### config.mk
export PLATFORM = sky130hd
export DESIGN_NAME = matmul_seq
export DESIGN_NICKNAME = d
export VERILOG_FILES = /design/src/rtl/matmul_seq.sv
export SDC_FILE = /design/constraint.sdc
export NUM_CORES = 2
export LEC_CHECK = 0
export BUFFER_PORTS_ARGS = -buffer_cell sky130_fd_sc_hd__buf_2
export CORE_AREA = 2 2 349 351
export CTS_CLUSTER_SIZE = 40
export DETAILED_ROUTE_END_ITERATION = 7
export DIE_AREA = 0 0 351 353
export SETUP_SLACK_MARGIN = 0.02
export SYNTH_ARGS = -nofsm -noshare
export SYNTH_HDL_FRONTEND = slang
export SYNTH_SLANG_ARGS = --single-unit
### constraint.sdc
create_clock -name clk -period 5.1 [get_ports clk]
set_input_delay 0 -clock clk [delete_from_list [all_inputs] [get_ports clk]]
set_output_delay 0 -clock clk [all_outputs]
set_load 0.03 [all_outputs]
### src/rtl/matmul_seq.sv
// Job sequencer for the DIMxDIM by DIM matrix-vector multiply datapath: loads operands from
// byte memory, runs the datapath under a watchdog, and writes the results back.
module matmul_seq #(
    parameter int unsigned DIM     = 8,
    parameter int unsigned DW      = 8,
    parameter int unsigned OW      = 24,
    parameter int unsigned ADDR_W  = 16,
    parameter int unsigned TIMEOUT = 1024
) (
    input  logic                    clk,
    input  logic                    rst,
    input  logic                    start,
    input  logic [ADDR_W-1:0]       a_base,
    input  logic [ADDR_W-1:0]       b_base,
    input  logic [ADDR_W-1:0]       c_base,
    output logic                    busy,
    output logic                    done,
    output logic                    err,
    output logic                    mem_rd_en,
    output logic [ADDR_W-1:0]       mem_rd_addr,
    input  logic [DW-1:0]           mem_rd_data,
    output logic                    mem_wr_en,
    output logic [ADDR_W-1:0]       mem_wr_addr,
    output logic [OW-1:0]           mem_wr_data,
    output logic [DIM*DIM*DW-1:0]   mm_a,
    output logic [DIM*DW-1:0]       mm_b,
    output logic                    mm_go,
    input  logic                    mm_done,
    input  logic [DIM*OW-1:0]       mm_c
);

    localparam int NA  = DIM * DIM;
    localparam int NRD = NA + DIM;
    localparam int IW  = $clog2(NRD + 1);
    localparam int CW  = $clog2(TIMEOUT + 1);
    localparam int JW  = (DIM > 1) ? $clog2(DIM) : 1;

    typedef enum logic [2:0] {
        StIdle,
        StLoad,
        StDrain,
        StRun,
        StStore,
        StFin
    } state_e;

    state_e              state_q, state_d;
    logic [IW-1:0]       idx_q, idx_d;
    logic [CW-1:0]       run_cnt_q, run_cnt_d;
    logic                abort_q, abort_d;
    logic [ADDR_W-1:0]   a_base_q, b_base_q, c_base_q;
    logic                pend_q;
    logic [IW-1:0]       pend_idx_q;
    logic [DIM*DIM*DW-1:0] mm_a_q;
    logic [DIM*DW-1:0]   mm_b_q;
    logic [DIM*OW-1:0]   res_q;
    logic                latch_base, latch_res;
    logic [JW-1:0]       wr_sel;

    always_comb begin
        state_d    = state_q;
        idx_d      = idx_q;
        run_cnt_d  = run_cnt_q;
        abort_d    = abort_q;
        latch_base = 1'b0;
        latch_res  = 1'b0;
        unique case (state_q)
            StIdle: begin
                if (start) begin
                    latch_base = 1'b1;
                    idx_d      = '0;
                    abort_d    = 1'b0;
                    state_d    = StLoad;
                end
            end
            StLoad: begin
                if (idx_q == IW'(NRD - 1)) begin
                    idx_d   = '0;
                    state_d = StDrain;
                end else begin
                    idx_d = idx_q + IW'(1);
                end
            end
            StDrain: begin
                run_cnt_d = '0;
                state_d   = StRun;
            end
            StRun: begin
                // A completion in the final watchdog cycle still wins over the abort.
                if (mm_done) begin
                    latch_res = 1'b1;
                    idx_d     = '0;
                    state_d   = StStore;
                end else if (run_cnt_q == CW'(TIMEOUT - 1)) begin
                    abort_d = 1'b1;
                    state_d = StFin;
                end else begin
                    run_cnt_d = run_cnt_q + CW'(1);
                end
            end
            StStore: begin
                if (idx_q == IW'(DIM - 1)) begin
                    state_d = StFin;
                end else begin
                    idx_d = idx_q + IW'(1);
                end
            end
            StFin: begin
                state_d = StIdle;
            end
            default: begin
                state_d = StIdle;
            end
        endcase
    end

    always_ff @(posedge clk) begin
        if (rst) begin
            state_q    <= StIdle;
            idx_q      <= '0;
            run_cnt_q  <= '0;
            abort_q    <= 1'b0;
            a_base_q   <= '0;
            b_base_q   <= '0;
            c_base_q   <= '0;
            pend_q     <= 1'b0;
            pend_idx_q <= '0;
            mm_a_q     <= '0;
            mm_b_q     <= '0;
            res_q      <= '0;
        end else begin
            state_q    <= state_d;
            idx_q      <= idx_d;
            run_cnt_q  <= run_cnt_d;
            abort_q    <= abort_d;
            // Read data lands one cycle after issue, so remember which slot it belongs to.
            pend_q     <= (state_q == StLoad);
            pend_idx_q <= idx_q;
            if (latch_base) begin
                a_base_q <= a_base;
                b_base_q <= b_base;
                c_base_q <= c_base;
            end
            if (latch_res) begin
                res_q <= mm_c;
            end
            if (pend_q) begin
                for (int k = 0; k < NA; k++) begin
                    if (pend_idx_q == IW'(k)) begin
                        mm_a_q[k*DW +: DW] <= mem_rd_data;
                    end
                end
                for (int k = 0; k < int'(DIM); k++) begin
                    if (pend_idx_q == IW'(NA + k)) begin
                        mm_b_q[k*DW +: DW] <= mem_rd_data;
                    end
                end
            end
        end
    end

    assign wr_sel = idx_q[JW-1:0];

    always_comb begin
        busy        = (state_q != StIdle);
        done        = (state_q == StFin);
        err         = (state_q == StFin) && abort_q;
        mm_go       = (state_q == StRun);
        mem_rd_en   = (state_q == StLoad);
        mem_wr_en   = (state_q == StStore);
        if (idx_q < IW'(NA)) begin
            mem_rd_addr = a_base_q + ADDR_W'(idx_q);
        end else begin
            mem_rd_addr = b_base_q + ADDR_W'(idx_q - IW'(NA));
        end
        mem_wr_addr = c_base_q + ADDR_W'(idx_q);
        mem_wr_data = res_q[wr_sel*OW +: OW];
    end

    assign mm_a = mm_a_q;
    assign mm_b = mm_b_q;

endmodule

======== Word level (Yosys, flattened, before mapping) ========
Cells that the tools add are included.
operators by class
  equality and inequality tests ........... 88
  order comparisons ....................... 1
  shifts and indexed selects .............. 1
  reductions and logical operators ........ 83
  muxes and demuxes ....................... 23
  multipliers ............................. 1
  $add $sub $neg .......................... 6
operators by type and width
  operator                                                                 count
  7-bit by 6-bit equality test with 1-bit output, second input constant    32
  192-bit by 9-bit indexed part select with 24-bit output                  1
  2-bit AND reduction                                                      72
  7-bit by 5-bit equality test with 1-bit output, second input constant    16
  7-bit equality test, second input constant                               9
  7-bit by 4-bit equality test with 1-bit output, second input constant    8
  7-bit by 3-bit equality test with 1-bit output, second input constant    5
  16-bit by 7-bit adder with 16-bit output                                 2
  7-bit 2-to-1 mux                                                         4
  7-bit one-hot mux with 4 select lines                                    1
  11-bit 2-to-1 mux                                                        2
  11-bit one-hot mux with 2 select lines                                   1
  16-bit adder                                                             1
  16-bit 2-to-1 mux                                                        1
  3-bit 2-to-1 mux                                                         5
  3-bit one-hot mux with 5 select lines                                    1
  7-bit by 2-bit equality test with 1-bit output, second input constant    2
  4-bit AND reduction                                                      3
  11-bit by 1-bit adder with 11-bit output, second input constant          1
  11-bit by 10-bit equality test with 1-bit output, second input constant  1
  2-bit by 1-bit inequality test with 1-bit output, second input constant  4
  2-bit inequality test, second input constant                             4
  7-bit by 7-bit subtractor with 8-bit output, second input constant       1
  7-bit by 1-bit adder with 7-bit output, second input constant            1
  16 further kinds                                                         25
storage, ports and cells
  flip-flop bits (word level) ............. 846
  input bits .............................. 252
  output and inout bits ................... 638

======== Depth between registers and ports, before layout ========
  word-level depth ........................ 4
  gate-level depth with buffers ........... 10
  depth with buffers taken out ............ 9

======== Least setup slack after synthesis ========
OpenSTA, ideal clock, no wires.
  path type ............................... register to output
  start ................................... reg idx_q[1]
  end ..................................... out mem_wr_addr[8]
  data required time ...................... 5100 ps
  arrival ................................. 2920 ps
  setup slack ............................. 2180 ps
  stages on the path, launching flop included .. 11
  cell sequence ........................... dfxtp_1 > clkbuf_1 > clkbuf_1 > inv_1 > fa_1 > nor2b_1 > o21ai_0 > a21boi_0 > o21ai_0 > nand2b_1 > xnor2_1
between the ends
  longest elaborated chain between the ends .. 1
ends and longest elaborated chain
  what                                      RTL line  source
  start: declaration                        48        logic [IW-1:0] idx_q, idx_d;
  start signal: assignment                  133       idx_q <= idx_d;
  16-bit by 7-bit adder with 16-bit output  176       mem_wr_addr = c_base_q + ADDR_W'(idx_q);
  end: declaration                          23        output logic [ADDR_W-1:0] mem_wr_addr,
No other way between the ends.

======== Worst setup path in the final report ========
  start ................................... reg idx_q[1]
  end ..................................... out mem_wr_addr[12]
The elaborated chain is that of the path after synthesis.

==> metrics <==
class of the tightest hold or removal check input pin to flip-flop; post-synthesis sequential area ratio 50.5%; power density relative to cell area roughly 320 nW/um^2; final setup violation count 0; RSZ-0062 raised after global routing no; worst slew margin relative to its limit 23.9%; Mapped Avg Cell Area 8.53 um^2; half-perimeter wire length of the detailed placement result 91,700 um; commonest non-fill, non-tap cells in the layout sky130_fd_sc_hd__nand2_1 (940), sky130_fd_sc_hd__buf_2 (881), sky130_fd_sc_hd__dfxtp_1 (844), sky130_fd_sc_hd__a21oi_1 (564), sky130_fd_sc_hd__dlygate4sd3_1 (339); post-CTS setup-driven buffer insertion count 0; post-route clock period utilization 72.8%; placed instance count 6,186; number of max-cap violations 0; number of flops mapped to enable cells by yosys 0; most common library cell in the layout ignoring fill and taps sky130_fd_sc_hd__nand2_1; DRC violations left 0; cells after synthesis 3,935; Synth warnings 0; horizontal extent of the die 351 um; CTS max path bufs 3; min cycle time layout approximately 3.7 ns; clock tree from TritonCTS built; kind of start point of the critical path flip-flop; wire length per cell after detailed routing 20.4 um; fraction of registers with async set or reset after synthesis 0%; clk sink count about 850; distinct cell type count after synthesis 61; Iter 0 DRT Violations between 2,000 and 2,500; overflow left after global routing 0; DRT Wirelength 136,000 um; CTS root buf sky130_fd_sc_hd__clkbuf_16; Leak Pwr 0.0191 uW; final weighted congestion in routability-driven placement 0.857; quantity of gates resized following cts 0; overall die height 353 um; standard cell area after detailed placement 39,300 um^2; count of state elements after synthesis roughly 850; area growth from synthesis to layout 36.8%; residual antenna-violating net count after detailed routing 0; number of vias after detailed routing 32,118; pin count of the biggest net entering global routing 237; number of primary I/O pins ~900; clock latency reported for the late side of the worst-skew pair 0.71 ns; result of the run finished clean; net count reported at finish around 5,300; Req. time, crit path 5.10 ns; setup_tns 0 ns; worst hold slack after final layout roughly 0.087 ns; worst setup path class flip-flop to output port; transition time of the tightest slew-check pin 1.14 ns; CTS clock-pin slew for the worst setup and hold paths 0.06 ns; via density per instance 4.79; primary flip-flop cell chosen by synthesis mapping sky130_fd_sc_hd__dfxtp_1; number of hold violations in the final report 0; area of all placed cells without fillers 45,900 um^2; Clock H-tree levels 3; number of nets in the synthesized netlist 4,221; antenna violations before repair 8; total power draw about 14,000 uW; data arrival time of the critical path 3.71 ns; sort of element at the end of the critical path output port; peak supply drop 0.335 mV; clk_skew 0.0407 ns; post-synthesis cell area 33,600 um^2; number of input and output port buffers inserted just under 900; total CTS buffers 94; number of global-route vias before repair 30,865; fraction of final layout cells sized beyond drive strength 1 between 20% and 30%; final max-slew violation count 0; top achievable clock speed between 200 and 300 MHz; Die ar. 124,000 um^2; starting density of the core 27.8%; Row Count 128; count of placed standard cells in the final layout, fillers left out 6,701; global-route wire length before repair 199,000 um; largest fanout on the critical path 15; overall track demand over capacity in global routing about a fifth; total iterations of the first detailed-routing run 6; floorplan core area approximately 120,000 um^2
==> cells by family after synthesis <==
kind of cell	count (synthesis)	synth area share, %
and+or+nand+nor	1685	21.1
muxes	343	12.0
xor gates and xnor gates	43	1.12
AOI/OAI and AO/OA	651	10.1
buffers and inverters	333	3.92
DFF	846	50.5
adders and majority gates	34	1.33
==> power breakdown <==
part | leakage [uW] | internal [uW] | switching [uW]
clock | 0.00152 | 3980 | 2950
combinational | 0.0107 | 362 | 539
sequential | 0.00682 | 6640 | 30.4
total | 0.0191 | 11000 | 3520
==> critical path, stage by stage, from the launching register on <==
cell and delay, ns:
sky130_fd_sc_hd__dfxtp_4 0.50, sky130_fd_sc_hd__inv_1 0.13, sky130_fd_sc_hd__fa_1 0.48, sky130_fd_sc_hd__nor2b_1 0.14, sky130_fd_sc_hd__o21ai_0 0.11, sky130_fd_sc_hd__a21boi_0 0.64, sky130_fd_sc_hd__o21ai_0 0.38, sky130_fd_sc_hd__nor2b_1 0.23
sky130_fd_sc_hd__xor2_1 0.20, sky130_fd_sc_hd__buf_2 0.23
==> metal layers <==
metal,track usage (%),part of all wire (%)
met3,5.10,7.7
met5,0,0
met2,36.1,48
met4,10.2,4.7
met1,24.5,39
==> synth_stat cells, types with 22 or more instances <==
cell type	n	area, um^2
sky130_fd_sc_hd__buf_2	46	230
sky130_fd_sc_hd__nand2_1	941	3530
sky130_fd_sc_hd__mux2i_1	293	2930
sky130_fd_sc_hd__xnor2_1	27	236
sky130_fd_sc_hd__ha_1	31	388
sky130_fd_sc_hd__dfxtp_1	846	16900
sky130_fd_sc_hd__mux4_2	48	1080
sky130_fd_sc_hd__nor2_1	342	1280
sky130_fd_sc_hd__o21ai_0	46	230
sky130_fd_sc_hd__buf_1	22	82.6
sky130_fd_sc_hd__a21oi_1	564	2820
sky130_fd_sc_hd__clkbuf_1	240	901
sky130_fd_sc_hd__nand3_1	286	1430
==> layout make-up <==
class / count / area [um^2]
Sequential cell: 846 / 16900
Inverter: 23 / 86.3
Timing Repair Buffer: 1275 / 8290
Antenna cell: 4 / 10.0
Clock buffer: 148 / 2780
Fill cell: 12199 / 74700
Tap cell: 1625 / 2030
Multi-Input combinational cell: 2756 / 15400
Clock inverter: 24 / 387
==> registers in the layout, summed over array words and instances, names as in the netlist <==
register / count
a_base_q: 16
pend_q: 1
res_q: 192
run_cnt_q: 11
state_q: 3
pend_idx_q: 7
mm_b: 64
idx_q: 7
mm_a: 512
b_base_q: 16
abort_q: 1
c_base_q: 16
==> timing repair <==
item / CTS / global route
hold buffers: 339 / 0
hold endpoints to repair: 501 / 0
setup endpoints to repair: 0 / 0
==> through the flow <==
step	worst slack [ns]	utilization, %
floorplan	2.18	-
global placement	2.09	32.6
detailed placement	2.06	32.6
CTS	1.41	38.1
global route	1.20	38.1
finish	1.39	38.1
==> path summary, 6_finish.rpt <==
check	from	to	slack, ns	depth (start not counted)
worst max-delay path	idx_q[1]$_SDFFE_PP0P_	mem_wr_addr[12]	1.39	9
worst min register to register	res_q[83]$_SDFFE_PP0P_	res_q[83]$_SDFFE_PP0P_	0.45	2
worst min-delay path	mm_c[91]	res_q[91]$_SDFFE_PP0P_	0.09	4
worst max register to register	state_q[2]$_SDFFE_PP0P_	res_q[140]$_SDFFE_PP0P_	1.75	8
No activity file was read; power rests on OpenSTA's default activity.
